## config.mk

```make
export PLATFORM = sky130hd
export DESIGN_NAME = config_loader
export DESIGN_NICKNAME = d
export VERILOG_FILES = /design/src/rtl/config_loader_pkg.sv /design/src/rtl/config_word_packer.sv /design/src/rtl/config_loader.sv
export SDC_FILE = /design/constraint.sdc
export NUM_CORES = 1
export LEC_CHECK = 0
export BUFFER_PORTS_ARGS = -buffer_cell sky130_fd_sc_hd__buf_2
export CORE_MARGIN = 2
export CORE_UTILIZATION = 55
export DETAILED_ROUTE_END_ITERATION = 10
export PLACE_DENSITY = 0.92
export RECOVER_POWER = 50
export SLEW_MARGIN = 20
export SYNTH_ARGS = -nofsm -noshare
export SYNTH_HDL_FRONTEND = slang
export SYNTH_SLANG_ARGS = --single-unit
```

## constraint.sdc

```tcl
create_clock -name cclk -period 2.2 [get_ports cclk]
set_input_delay 0.11 -clock cclk [delete_from_list [all_inputs] [get_ports cclk]]
set_output_delay 0.11 -clock cclk [all_outputs]
set_load 0.02 [all_outputs]
```

## src/rtl/config_loader_pkg.sv

```systemverilog
// -----------------------------------------------------------------------------
// config_loader_pkg
//
// Shared types and helper functions for the configuration loader.
//   state_t    - loader FSM states
//   calc_wpf   - words per frame (frame width / word width)
//   calc_idx_w - counter width for an index range, at least one bit
// -----------------------------------------------------------------------------
package config_loader_pkg;

    typedef enum logic [1:0] {
        IDLE   = 2'd0,
        LOAD   = 2'd1,
        STROBE = 2'd2,
        HOLD   = 2'd3
    } state_t;

    function automatic int calc_wpf(input int mem_size, input int word_bits);
        return mem_size / word_bits;
    endfunction

    // A single-entry range still needs a one-bit counter so that every
    // counter has a legal, non-zero width.
    function automatic int calc_idx_w(input int n);
        return (n <= 1) ? 1 : $clog2(n);
    endfunction

endpackage

```

## src/rtl/config_word_packer.sv

```systemverilog
// -----------------------------------------------------------------------------
// config_word_packer
//
// Assembles consecutive bitstream words into one frame. The first word
// lands in the LSBs.
//
// Ports:
//   cclk, rst_n  - configuration clock, asynchronous active-low reset
//   word_in      - incoming bitstream word
//   accept       - word_in is consumed on this edge
//   clear        - discard any partial frame and restart at word 0
//   frame_full   - this accept completes the frame (combinational)
//   frame_out    - frame including the word being accepted this cycle
// -----------------------------------------------------------------------------
module config_word_packer
    import config_loader_pkg::*;
#(
    parameter int WORD_BITS = 8,
    parameter int MEM_SIZE  = 16
) (
    input  logic                 cclk,
    input  logic                 rst_n,
    input  logic [WORD_BITS-1:0] word_in,
    input  logic                 accept,
    input  logic                 clear,
    output logic                 frame_full,
    output logic [MEM_SIZE-1:0]  frame_out
);

    localparam int WPF   = calc_wpf(MEM_SIZE, WORD_BITS);
    localparam int CNT_W = calc_idx_w(WPF);
    localparam logic [CNT_W-1:0] LAST_WORD = CNT_W'(WPF - 1);

    logic [CNT_W-1:0]    cnt_q, cnt_d;
    logic [MEM_SIZE-1:0] asm_q, asm_d;

    // frame_out is the next-state value so that the top level can commit the
    // complete frame on the same edge the last word is accepted.
    always_comb begin
        asm_d      = asm_q;
        cnt_d      = cnt_q;
        frame_full = 1'b0;
        if (clear) begin
            asm_d = '0;
            cnt_d = '0;
        end else if (accept) begin
            for (int k = 0; k < WPF; k++) begin
                if (cnt_q == CNT_W'(k)) begin
                    asm_d[k*WORD_BITS +: WORD_BITS] = word_in;
                end
            end
            if (cnt_q == LAST_WORD) begin
                frame_full = 1'b1;
                cnt_d      = '0;
            end else begin
                cnt_d = cnt_q + CNT_W'(1);
            end
        end
    end

    assign frame_out = asm_d;

    always_ff @(posedge cclk or negedge rst_n) begin
        if (!rst_n) begin
            cnt_q <= '0;
            asm_q <= '0;
        end else begin
            cnt_q <= cnt_d;
            asm_q <= asm_d;
        end
    end

endmodule

```

## src/rtl/config_loader.sv

```systemverilog
// -----------------------------------------------------------------------------
// config_loader
//
// Loads NUM_BLOCKS config latch blocks from a word-serial bitstream. Each
// frame of MEM_SIZE bits is presented on config_out and strobed into one
// block with a single-cycle one-hot cen pulse, block 0 first.
//
// Ports:
//   cclk, rst_n  - configuration clock, asynchronous active-low reset
//   start        - begin a load pass (only honoured in IDLE)
//   abort        - cancel the current pass
//   in_data      - bitstream word
//   in_valid     - in_data is valid
//   in_ready     - loader accepts a word this cycle
//   config_out   - committed frame, shared by every latch block
//   cen          - one-hot latch enable, registered
//   busy         - pass in progress
//   done         - last pass finished without abort
// -----------------------------------------------------------------------------
module config_loader
    import config_loader_pkg::*;
#(
    parameter int WORD_BITS  = 8,
    parameter int MEM_SIZE   = 16,
    parameter int NUM_BLOCKS = 4
) (
    input  logic                  cclk,
    input  logic                  rst_n,
    input  logic                  start,
    input  logic                  abort,
    input  logic [WORD_BITS-1:0]  in_data,
    input  logic                  in_valid,
    output logic                  in_ready,
    output logic [MEM_SIZE-1:0]   config_out,
    output logic [NUM_BLOCKS-1:0] cen,
    output logic                  busy,
    output logic                  done
);

    localparam int IDX_W = calc_idx_w(NUM_BLOCKS);
    localparam logic [IDX_W-1:0] LAST_BLK = IDX_W'(NUM_BLOCKS - 1);

    state_t                state_q, state_d;
    logic [IDX_W-1:0]      blk_q, blk_d;
    logic [MEM_SIZE-1:0]   config_q, config_d;
    logic [NUM_BLOCKS-1:0] cen_q, cen_d;
    logic                  done_q, done_d;

    logic                  accept;
    logic                  pack_clear;
    logic                  frame_full;
    logic [MEM_SIZE-1:0]   frame;

    assign in_ready   = (state_q == LOAD);
    assign accept     = in_valid & in_ready;
    assign busy       = (state_q != IDLE);
    assign config_out = config_q;
    assign cen        = cen_q;
    assign done       = done_q;

    // The packer restarts at word 0 when a pass begins, when a pass is
    // aborted (discarding the partial frame) and before each new frame.
    // Kept outside the FSM process so frame_full has no apparent loop back.
    assign pack_clear = ((state_q == IDLE) && start)
                     || ((state_q != IDLE) && abort)
                     || ((state_q == HOLD) && (blk_q != LAST_BLK));

    config_word_packer #(
        .WORD_BITS (WORD_BITS),
        .MEM_SIZE  (MEM_SIZE)
    ) u_packer (
        .cclk       (cclk),
        .rst_n      (rst_n),
        .word_in    (in_data),
        .accept     (accept),
        .clear      (pack_clear),
        .frame_full (frame_full),
        .frame_out  (frame)
    );

    // Next-state logic. cen_d defaults to zero so the enable is only ever
    // high for the single STROBE cycle, and abort in any busy state always
    // lands in IDLE with cen low.
    always_comb begin
        state_d  = state_q;
        blk_d    = blk_q;
        config_d = config_q;
        cen_d    = '0;
        done_d   = done_q;
        unique case (state_q)
            IDLE: begin
                if (start) begin
                    state_d = LOAD;
                    blk_d   = '0;
                    done_d  = 1'b0;
                end
            end
            LOAD: begin
                if (abort) begin
                    state_d = IDLE;
                end else if (frame_full) begin
                    state_d  = STROBE;
                    config_d = frame;
                    cen_d    = NUM_BLOCKS'(1) << blk_q;
                end
            end
            STROBE: begin
                state_d = abort ? IDLE : HOLD;
            end
            HOLD: begin
                if (abort) begin
                    state_d = IDLE;
                end else if (blk_q == LAST_BLK) begin
                    state_d = IDLE;
                    done_d  = 1'b1;
                end else begin
                    state_d = LOAD;
                    blk_d   = blk_q + IDX_W'(1);
                end
            end
            default: begin
                state_d = IDLE;
            end
        endcase
    end

    always_ff @(posedge cclk or negedge rst_n) begin
        if (!rst_n) begin
            state_q  <= IDLE;
            blk_q    <= '0;
            config_q <= '0;
            cen_q    <= '0;
            done_q   <= 1'b0;
        end else begin
            state_q  <= state_d;
            blk_q    <= blk_d;
            config_q <= config_d;
            cen_q    <= cen_d;
            done_q   <= done_d;
        end
    end

endmodule

```

## Yosys cells after proc, flatten, opt, wreduce, memory -nomap -nowiden

Index checks and enable logic that the tools add are counted.
Widths: inputs -> output; s select.

| operators by class | value |
|---|---|
| $add $sub $neg | 2 |
| equality and inequality tests | 10 |
| shift operators | 1 |
| muxes and demuxes | 28 |
| bitwise logic cells | 2 |
| reductions and logical operators | 13 |

Operator list:

| operator | number |
|---|---|
| $mux 16 | 2 |
| $mux 8 | 2 |
| $mux 2 | 7 |
| $mux 4 | 3 |
| $mux 1 | 11 |
| $ne 2x2->1 const B | 4 |
| $pmux 2 s4 | 1 |
| $reduce_and 4->1 | 2 |
| $eq 2x2->1 const B | 3 |
| $reduce_bool 2->1 | 3 |
| $pmux 2 s2 | 1 |
| $shl 1x2->4 const A | 1 |
| $logic_and 1x1->1 | 3 |
| $ne 3x2->1 const B | 1 |
| $reduce_and 3->1 | 1 |
| $add 2x1->2 const B | 1 |
| $eq 2x1->1 const B | 1 |
| $logic_not 2->1 | 1 |
| $logic_or 1x1->1 | 2 |
| $ne 2x1->1 const B | 1 |
| $pmux 1 s2 | 1 |
| $reduce_and 2->1 | 1 |
| $add 1x1->1 const B | 1 |
| $and 1x1->1 | 1 |
| $not 1->1 | 1 |

| word-level totals | value |
|---|---|
| register bits after elaboration | 42 |
| input bits | 13 |
| output and inout port bits | 23 |
| logic and storage cells | 63 |

## Depth between registers and ports, before layout

Gate-level depths: netlist of run 1.

| depth | value |
|---|---|
| depth after elaboration | 8 |
| depth in mapped cells | 6 |

## By module

A second synthesis of run 1 with hierarchy kept.

| unflattened totals | value |
|---|---|
| cells, all modules | 150 |
| area total of the unflattened synthesis | 1981.9 sq um |

By module, submodules not included:

| module | instances | cells each | area each (sq um) |
|---|---|---|---|
| config_loader | 1 | 83 | 1178.6 |
| config_word_packer | 1 | 67 | 803.3 |

## Least setup slack after synthesis of run 1

Ideal clock, no wire load.

| timing | value |
|---|---|
| path type | flip-flop to flip-flop |
| start point | reg state_q[1] |
| end point | reg u_packer.asm_q[0] |
| setup time | 0.073 ns |
| arrival | 1.415 ns |
| slack | 0.712 ns |
| stages on the path, launching flop included | 6 |
| path buffers | 2 |
| path through | dfrtp_1 -> or2_1 -> a221o_1 -> buf_6 -> buf_6 -> a21oi_2 |

| between the ends | value |
|---|---|
| cells in the longest elaborated chain, start to end | 5 |

Ends and longest elaborated chain:

| element | line | source |
|---|---|---|
| start, declared | config_loader.sv:43 | `state_t state_q, state_d;` |
| start signal, assigned | config_loader.sv:135 | `state_q <= state_d;` |
| $reduce_bool 2->1 | n/a |  |
| net busy | config_loader.sv:36 | `output logic busy,` |
| $logic_and 1x1->1 | config_loader.sv:65 | `\|\| ((state_q != IDLE) && abort)` |
| $logic_or 1x1->1 | config_loader.sv:65 |  |
| $logic_or 1x1->1 | config_loader.sv:66 | `\|\| ((state_q == HOLD) && (blk_q != LAST_BLK));` |
| $mux 16 | config_word_packer.sv:43 | `if (clear) begin` |
| net frame[0] | config_loader.sv:52 | `logic [MEM_SIZE-1:0] frame;` |
| end signal, assigned | config_word_packer.sv:69 | `asm_q <= asm_d;` |
| end, declared | config_word_packer.sv:35 | `logic [MEM_SIZE-1:0] asm_q, asm_d;` |

The timed path passes the listed nets, and every way through them passes these cells.
A chain may end at the register's enable or synchronous reset.

## Final worst setup path of run 1

| timing | value |
|---|---|
| start point | reg state_q[0] |
| end point | reg config_q[13] (netlist: config_out[13]) |

| between the ends | value |
|---|---|
| cells in the longest elaborated chain, start to end | 6 |

Ends and longest elaborated chain:

| element | line | source |
|---|---|---|
| branches (longest 6 deep; another with $reduce_and 3->1) | n/a |  |
| end signal, assigned | config_loader.sv:137 | `config_q <= config_d;` |
| end, declared | config_loader.sv:45 | `logic [MEM_SIZE-1:0] config_q, config_d;` |

Parallel ways; which one is timed is not known.

==> metrics.cfg, run 1 <==
[floorplanning]
io_pins=36
die_y_um=56.7
coreArea_um2=2690
dieArea_um2=3210
die_w_um=56.7
placementRows=19
start_util=0.568

[clock_network]
clock_path_buffers=2
path_clk_slew_ps=100
clock_latency_ps=330
cts_tree=yes
htreeDepth=2
numCtsBuffers=5
cts.sink_count=34
cts-root-buf=clkbuf_4
cts_setup_buffers=0

[min_path]
min_path_type=in -> reg
min_from=in_data[2]
hold_path_end=config_out[10]$_DFFE_PN0P_
hold_depth=2

[synth]
synthAdderAreaFrac=0.0328
synth_top_family_by_area=simple AND/OR/NAND/NOR gates
avgSynthCellArea_um2=11.9
synth_compound_gate_area_share=0.102
synthTopCellsByArea=dfrtp_1 56%, mux2_2 5.9%, mux2i_1 5.3%
syn_area_um2=1530
synth_mux_area_frac=0.112
synth-seq-cells=34
syn_nets=145
synth_cell_types=31
synth_top_area_cell=dfrtp_1
synth-seq-area-share=0.558
synth_top_area_frac=0.558
synthCells=128
synth_simple_gate_area_frac=0.133
synth_xor_area_frac=0
ys_warn_count=0

[pwr]
p_int_mw=1.25
p_leak_nw=0.832
pwr_density_cell_nw_per_um2=1170
switching_share=0.392
p_clk_frac=0.172
pwr-share-seq=0.456
power_frac_comb=0.373
switching_power_uw=808
p_total_mw=2.06
peakVddDrop_mv=0.822

[placement]
dp_hpwl_mm=2.09
placed_area_um2=1700
port-buffer-count=35
gp_congestion=0.870

[global_routing]
first_global_vias=1118
antenna_found_initial=0
grt_pass1_wl_mm=4.98
gr-total-overflow=0
grt_max_degree=35
track_usage=0.209

[sta]
min_period_ps=1800
setup_violations=0
slew_violations=0
relSlewSlack=0.457
skew_ps=3.78
final.setup.tns_ps=0
final_hold_viol_count=0
fin_crit_sh=0.816
worstMarginPinSlew_ps=815
fmax_ghz=0.557
rsz0062_at_grt=false

[run]
maxCapViolations=0

[finish]
syn2layout_area_growth_pct=15.5
final_layout_size_suffix_gt1_frac=0.323
multi_input_area_um2=578
fin_util=0.656
final_common_cell=dfrtp_1
num-fill-cells=203
seq_area_um2=851
nets=183
layout_common_cells=34 x dfrtp_1, 23 x buf_2, 18 x nand2_1
antennaDiodeCount=0
finalInstanceArea_um2=1760

[critical_path]
crit_path_max_fanout=19
critPathLaunch=state_q[0]$_DFFE_PN0P_
rrSetupSlack_ps=400
rr_startpoint=state_q[0]$_DFFE_PN0P_
arrival_ps=2020
endpoint_kind=flop
startpoint_type=flop
cp.required_ps=2420
timing.rr.end=config_out[13]$_DFFE_PN0P_
crit_type=reg -> reg
reg2reg_depth=3

[route]
vias=1051
wirelength_mm=2.92
ant_nets=0
drt-pass1-iter-count=4
via_per_inst=5.31
post_drt_wl_per_cell_um=14.8
drtIter0Drc=18
drc=0

[status]
status=completed

-- synthesized netlist by cell type (all sizes together) --
cell type  instances
a221o              1
nand4b             2
nor4bb             1
and4bb             1
mux2i              8
or2                1
clkbuf             1
a21oi             12
a21bo              1
mux2               8
nor2b              2
o31ai              1
buf                6
a211oi             1
a31oi              2
nor3b              1
nand2             18
inv               12
nand2b             2
a31o               2
nor2               2
ha                 4
and2               3
dfrtp             34
nor3               1
nand4bb            1
-- sequential cells by signal, indices dropped and copies added, names as in the netlist --
name,count
config_out,16
u_packer.asm_q,8
cen,4
blk_q,2
state_q,2
done,1
u_packer.cnt_q,1
-- layer usage --
layer,track usage,share of wire,vias to the layer above
met5,0,0,-
met4,0.129,0.033,0
met3,0.0645,0.042,14
met2,0.327,0.52,28
met1,0.249,0.41,504
li1,-,-,505
-- per-stage QoR --
step	std cells	hold slack (ps)	setup slack, ps
after floorplan	128	-186	712
after global placement	188	190	538
after detailed placement	188	212	441
after CTS	198	16.0	416
after global routing	198	12.7	289
final	198	27.4	405
-- power groups by stage --
stage          Sequential [mW]  Clock (mW)  Combinational, mW
4_1_cts                  0.937       0.361              0.795
3_3_place_gp             0.932           0              0.753
3_5_place_dp             0.950           0              0.785
6_report                 0.940       0.354              0.769
2_1_floorplan             1.09           0              0.409
5_1_grt                  0.969       0.391              0.832
-- layout make-up --
cell class	count	share of cell area
Multi-Input combinational cell	75	0.328
Tap cell	31	0.0220
Clock buffer	7	0.0312
Inverter	12	0.0256
Clock inverter	1	0.00284
Sequential cell	34	0.483
Timing Repair Buffer	38	0.107
-- critical path, cell delays in order (launching register included) --
cell	delay, ps
dfrtp_1	580
nand4b_2	210
nor2_4	480
mux2_2	400
-- what timing repair did --
action / 4_1_cts / 5_1_grt
gates resized for setup: 0 / 0
hold endpoints to repair: 35 / 0
hold buffers: 2 / 0
-- cells by family after synthesis --
kind of cell | Yosys count
buf+inv | 19
simple gates | 35
compound gates | 20
flops | 34
fa+ha+maj | 4
mux | 16
-- how the worst max path moves through the flow --
stage	end	slack, ps	cells past startpoint
final	config_out[13]$_DFFE_PN0P_	400	3
after global placement	config_out[9]$_DFFE_PN0P_	540	3
after global routing	config_out[13]$_DFFE_PN0P_	290	3
after CTS	config_out[13]$_DFFE_PN0P_	420	3
after floorplan	u_packer.asm_q[0]$_DFF_PN0_	710	5
after detailed placement	config_out[13]$_DFFE_PN0P_	440	3
No activity file was read; power rests on OpenSTA's default activity.
==> inputs of run 2 (changes only) <==
Settings changed: ABC_AREA set to 1, CORE_UTILIZATION 55 to 53, PLACE_DENSITY 0.92 to 0.89.
Clock period 2.2 ns to 1.7 ns, I/O delays scaled along.
==> metrics.cfg, run 2 <==
[synth]
synth_top_area_cell=dfrtp_1
syn_area_um2=1700
synth-seq-cells=34
synth_ff_type=dfrtp_1
syn_nets=225
synthArstFlopShare=1.00
synth_cell_types=23
synthTopCellsByArea=dfrtp_1 50%, nand2_1 21%, nand4_1 3.3%
synthCells=208
yosysMostFrequentCell=nand2_1
synth_edf_count=0
avgSynthCellArea_um2=8.16
ys_warn_count=0
synth_top_area_frac=0.501
synth_common_cells=95 x nand2_1, 34 x dfrtp_1, 13 x inv_1
synth-seq-area-share=0.501

[finish]
layout_common_cells=95 x nand2_1, 34 x dfrtp_1, 23 x buf_2
finalInstanceArea_um2=1930
antennaDiodeCount=0
layoutNonFillerInstCount=289
syn2layout_area_growth_pct=13.8
final_layout_size_suffix_gt1_frac=0.192
final_common_cell=nand2_1
num-fill-cells=264
nets=261
largest_register_ffs=16

[critical_path]
reg2reg_depth=6
crit_type=reg -> reg
arrival_ps=1750
critPathTopFamily=simple AND/OR/NAND/NOR gates
startpoint_type=flop
path_common_cell=nand2_1
cp.required_ps=1930
cp_slowest_cell=dfrtp_1
crit_path_max_fanout=22
rr_startpoint=blk_q[0]$_DFFE_PN0P_
cp_num_buf_inv=1
endpoint_kind=flop
path_cells=ha_1 > nor2_2 > inv_2 > nand3_4 > nand2_1 > nand2_1
timing.rr.end=config_out[3]$_DFFE_PN0P_
slowest_delay_ps=420
rrSetupSlack_ps=180
path_depth=6

[floorplanning]
dieArea_um2=3670
die_w_um=60.6
placementRows=20
start_util=0.556
coreArea_um2=3050
io_pins=36
die_y_um=60.6

[placement]
placed_area_um2=1870
dp_cells=280
gp_congestion=0.853
port-buffer-count=35
dp_hpwl_mm=2.36

[run]
maxCapViolations=0

[sta]
holdWs_ps=16.6
slew_violations=0
fin_crit_sh=0.895
min_period_ps=1520
final.setup.tns_ps=0
fmax_ghz=0.657
final_hold_viol_count=0
worstMarginPinSlew_ps=813
setup_violations=0
relSlewSlack=0.458
rsz0062_at_grt=false
skew_ps=13.4

[global_routing]
first_global_vias=1263
gr-total-overflow=0
antenna_found_initial=0
grt_max_degree=35
grt_pass1_wl_mm=5.57
track_usage=0.208

[clock_network]
cts_tree=yes
path_clk_slew_ps=110
htreeDepth=2
clock_path_buffers=2
cts-root-buf=clkbuf_4
cts.sink_count=34
clock_latency_ps=340
numCtsBuffers=5
cts_setup_buffers=0

[min_path]
hold_path_end=config_out[12]$_DFFE_PN0P_
min_path_type=in -> reg
hold_depth=3
min_from=in_data[4]

[route]
via_per_inst=4.90
post_drt_wl_per_cell_um=11.8
wirelength_mm=3.40
vias=1416
ant_nets=0
drtIter0Drc=87
drt-pass1-iter-count=5
drc=0

[pwr]
peakVddDrop_mv=0.648
p_leak_nw=1.11
pwr_density_cell_nw_per_um2=1610

[status]
status=completed

-- run 2: cell types whose count changed in the layout (fill, tap and decap cells not counted), moves of 3 or more --
cell	previous run	this run
nand4_1	0	9
a21oi_2	8	2
and2_1	3	0
mux2i_1	8	0
nand2_1	18	95
mux2_2	8	0
o21ai_0	0	5
nor2_1	1	7
a21oi_1	4	8
nand3_1	0	10
-- run 2: cells by family (layout without fill, tap and decap cells) --
kind of cell | after synthesis | after routing | synth area share
AND/OR/NAND/NOR | 130 | 130 | 0.343
buffers and inverters | 25 | 62 | 0.0774
AO/OA/AOI/OAI | 15 | 15 | 0.0487
adder cells (fa/ha/maj) | 4 | 4 | 0.0295
flip-flops | 34 | 34 | 0.501
-- run 2: how the worst max path moves through the flow --
| stage | startpoint | end | slack (ps) |
|---|---|---|---|
| floorplan | state_q[1]$_DFFE_PN0P_ | config_out[1]$_DFFE_PN0P_ | 380 |
| global placement | blk_q[0]$_DFFE_PN0P_ | config_out[3]$_DFFE_PN0P_ | 270 |
| detailed placement | blk_q[0]$_DFFE_PN0P_ | config_out[3]$_DFFE_PN0P_ | 230 |
| CTS | blk_q[0]$_DFFE_PN0P_ | config_out[11]$_DFFE_PN0P_ | 180 |
| global route | blk_q[0]$_DFFE_PN0P_ | config_out[11]$_DFFE_PN0P_ | 40 |
| finish | blk_q[0]$_DFFE_PN0P_ | config_out[3]$_DFFE_PN0P_ | 180 |
-- run 2: routing by layer --
metal	global-route usage	vias to the layer above	routed length, um
li1	-	729	-
met1	0.264	625	1580
met2	0.329	52	1550
met3	0.0618	10	186
met4	0.0932	0	82
met5	0	-	0
-- run 2: where the power goes --
part           internal (mW)  switching, mW
registers               1.06          0.160
clock network          0.200          0.262
logic                  0.421          0.993
total                   1.68           1.42
-- run 2: timing repair --
item / in CTS / in global routing
hold endpoints to repair: 34 / 0
hold buffers: 1 / 0
gates resized for setup: 0 / 0
-- run 2: worst register-to-register path, stage by stage, from the launching register on --
cell	delay (ps)
dfrtp_1	420
ha_1	250
nor2_2	80
inv_2	200
nand3_4	260
nand2_1	140
nand2_1	60
-- run 2: through the flow --
stage	power (mW)	utilization	setup slack (ps)
6_report	3.10	0.632	179
2_1_floorplan	2.29	-	375
4_1_cts	3.12	0.637	184
3_3_place_gp	2.62	0.614	266
3_5_place_dp	2.66	0.614	226
5_1_grt	3.34	0.632	44.0
-- run 2: final cells by class --
type	instances	area (um^2)	area share
sequential	34	851	0.441
clock buffer	7	55.1	0.0285
tap	44	55.1	0.0285
multi-input combinational	149	714	0.370
timing repair buffer	39	194	0.100
inverter	15	56.3	0.0292
clock inverter	1	5.00	0.00259
==> inputs of run 3 (changes only) <==
Settings changed: CORE_UTILIZATION 53 to 57, MAX_ROUTING_LAYER set to met4, PLACE_DENSITY 0.89 to 0.94.
Clock period 1.7 ns to 1.95 ns, I/O delays scaled along.
==> metrics.cfg, run 3 (synthesis results as in run 2) <==
[status]
status=completed

[global_routing]
grt_pass1_wl_mm=5.41
grt_max_degree=35
gr-total-overflow=0
antenna_found_initial=0
track_usage=0.215
first_global_vias=1267

[floorplanning]
die_w_um=58.6
placementRows=19
start_util=0.610
die_y_um=58.6
io_pins=36
dieArea_um2=3430
coreArea_um2=2780

[clock_network]
htreeDepth=2
cts_tree=yes
path_clk_slew_ps=90
clock_latency_ps=330
cts_resized=0
postCtsHoldBufs=1
clock_path_buffers=2
cts-root-buf=clkbuf_4
cts_setup_buffers=0
cts.sink_count=34
numCtsBuffers=5

[finish]
largest_register_ffs=16
syn2layout_area_growth_pct=11.2
final_layout_size_suffix_gt1_frac=0.186
final_common_cell=nand2_1
fin_util=0.678
layout_common_cells=95 x nand2_1, 34 x dfrtp_1, 23 x buf_2
antennaDiodeCount=0
layoutNonFillerInstCount=273
finalInstanceArea_um2=1890
nets=259

[sta]
skew_ps=13.9
final_hold_viol_count=0
fmax_ghz=0.655
fin_crit_sh=0.783
worstMarginPinSlew_ps=818
relSlewSlack=0.455
setup_violations=0
final.setup.tns_ps=0
min_period_ps=1530
rsz0062_at_grt=false
slew_violations=0
setup_ws_ps=423

[route]
post_drt_wl_per_cell_um=11.6
drt-pass1-iter-count=4
wirelength_mm=3.18
via_per_inst=5.02
vias=1371
ant_nets=0
drc=0
drtIter0Drc=64

[placement]
dp_slack_ps=436
gp_congestion=0.840
dp_cells=265
dp_hpwl_mm=2.29
placed_area_um2=1840
port-buffer-count=35

[critical_path]
cp.required_ps=2160
rr_startpoint=state_q[1]$_DFFE_PN0P_
startpoint_type=flop
crit_type=reg -> reg
arrival_ps=1740
critPathLaunch=state_q[1]$_DFFE_PN0P_
crit_path_max_fanout=22
endpoint_kind=flop

[pwr]
p_clk_frac=0.133
p_leak_nw=1.10
pwr-share-seq=0.415
peakVddDrop_mv=1.15
pwr_density_cell_nw_per_um2=1380
power_frac_comb=0.452
p_int_mw=1.40
switching_share=0.461
switching_power_mw=1.20

[run]
maxCapViolations=0

[min_path]
min_from=in_data[5]
min_path_type=in -> reg

## run 3: cell types whose count changed in the layout (fill, tap and decap cells not counted)
cell and delta:
clkbuf_8 -1, clkbuf_1 -1, clkinv_2 +1, buf_4 -2
## run 3: routing by layer
metal | global-route usage | vias to the layer above | wire length [um]
met3 | 0.0352 | 4 | 138
met2 | 0.319 | 34 | 1520
li1 | - | 723 | -
met4 | 0.0831 | 0 | 35
met1 | 0.297 | 610 | 1480
met5 | - | - | 0
## run 3: cell type report
class                      instances  area [um^2]
clock buffer                       5         37.5
clock inverter                     2         10.0
fill                             230          895
inverter                          15         56.3
multi-input combinational        149          714
sequential                        34          851
tap                               31         38.8
timing repair buffer              37          179
## run 3: critical path: stages, from the launching register on
cell	delay [ps]
dfrtp_1	400
inv_1	140
nand3_2	240
nor2_4	190
nand3_4	240
nand2_1	140
nand2_1	60
## run 3: per-stage QoR
| step | total power, mW | hold WS [ps] |
|---|---|---|
| 2_1_floorplan | 1.99 | -198 |
| 3_3_place_gp | 2.26 | 190 |
| 3_5_place_dp | 2.28 | 192 |
| 4_1_cts | 2.63 | 42.6 |
| 5_1_grt | 2.83 | 45.7 |
| 6_report | 2.60 | 44.8 |
## run 3: power groups by stage
stage | registers, mW | logic, mW | clock network (mW)
after floorplan | 1.24 | 0.750 | 0
after global placement | 1.09 | 1.17 | 0
after detailed placement | 1.09 | 1.19 | 0
after CTS | 1.08 | 1.20 | 0.353
after global routing | 1.10 | 1.34 | 0.384
final | 1.08 | 1.18 | 0.346
## run 3: final timing paths
check | endpoint | slack (ps) | cells after the start
worst min-delay path | config_out[13]$_DFFE_PN0P_ | 40 | 3
worst min register to register | config_out[6]$_DFFE_PN0P_ | 480 | 2
worst max register to register | config_out[14]$_DFFE_PN0P_ | 420 | 6
min in group asynchronous | config_out[7]$_DFFE_PN0P_ | 380 | 2
max in group asynchronous | config_out[2]$_DFFE_PN0P_ | 1040 | 2
worst max-delay path | config_out[14]$_DFFE_PN0P_ | 420 | 6
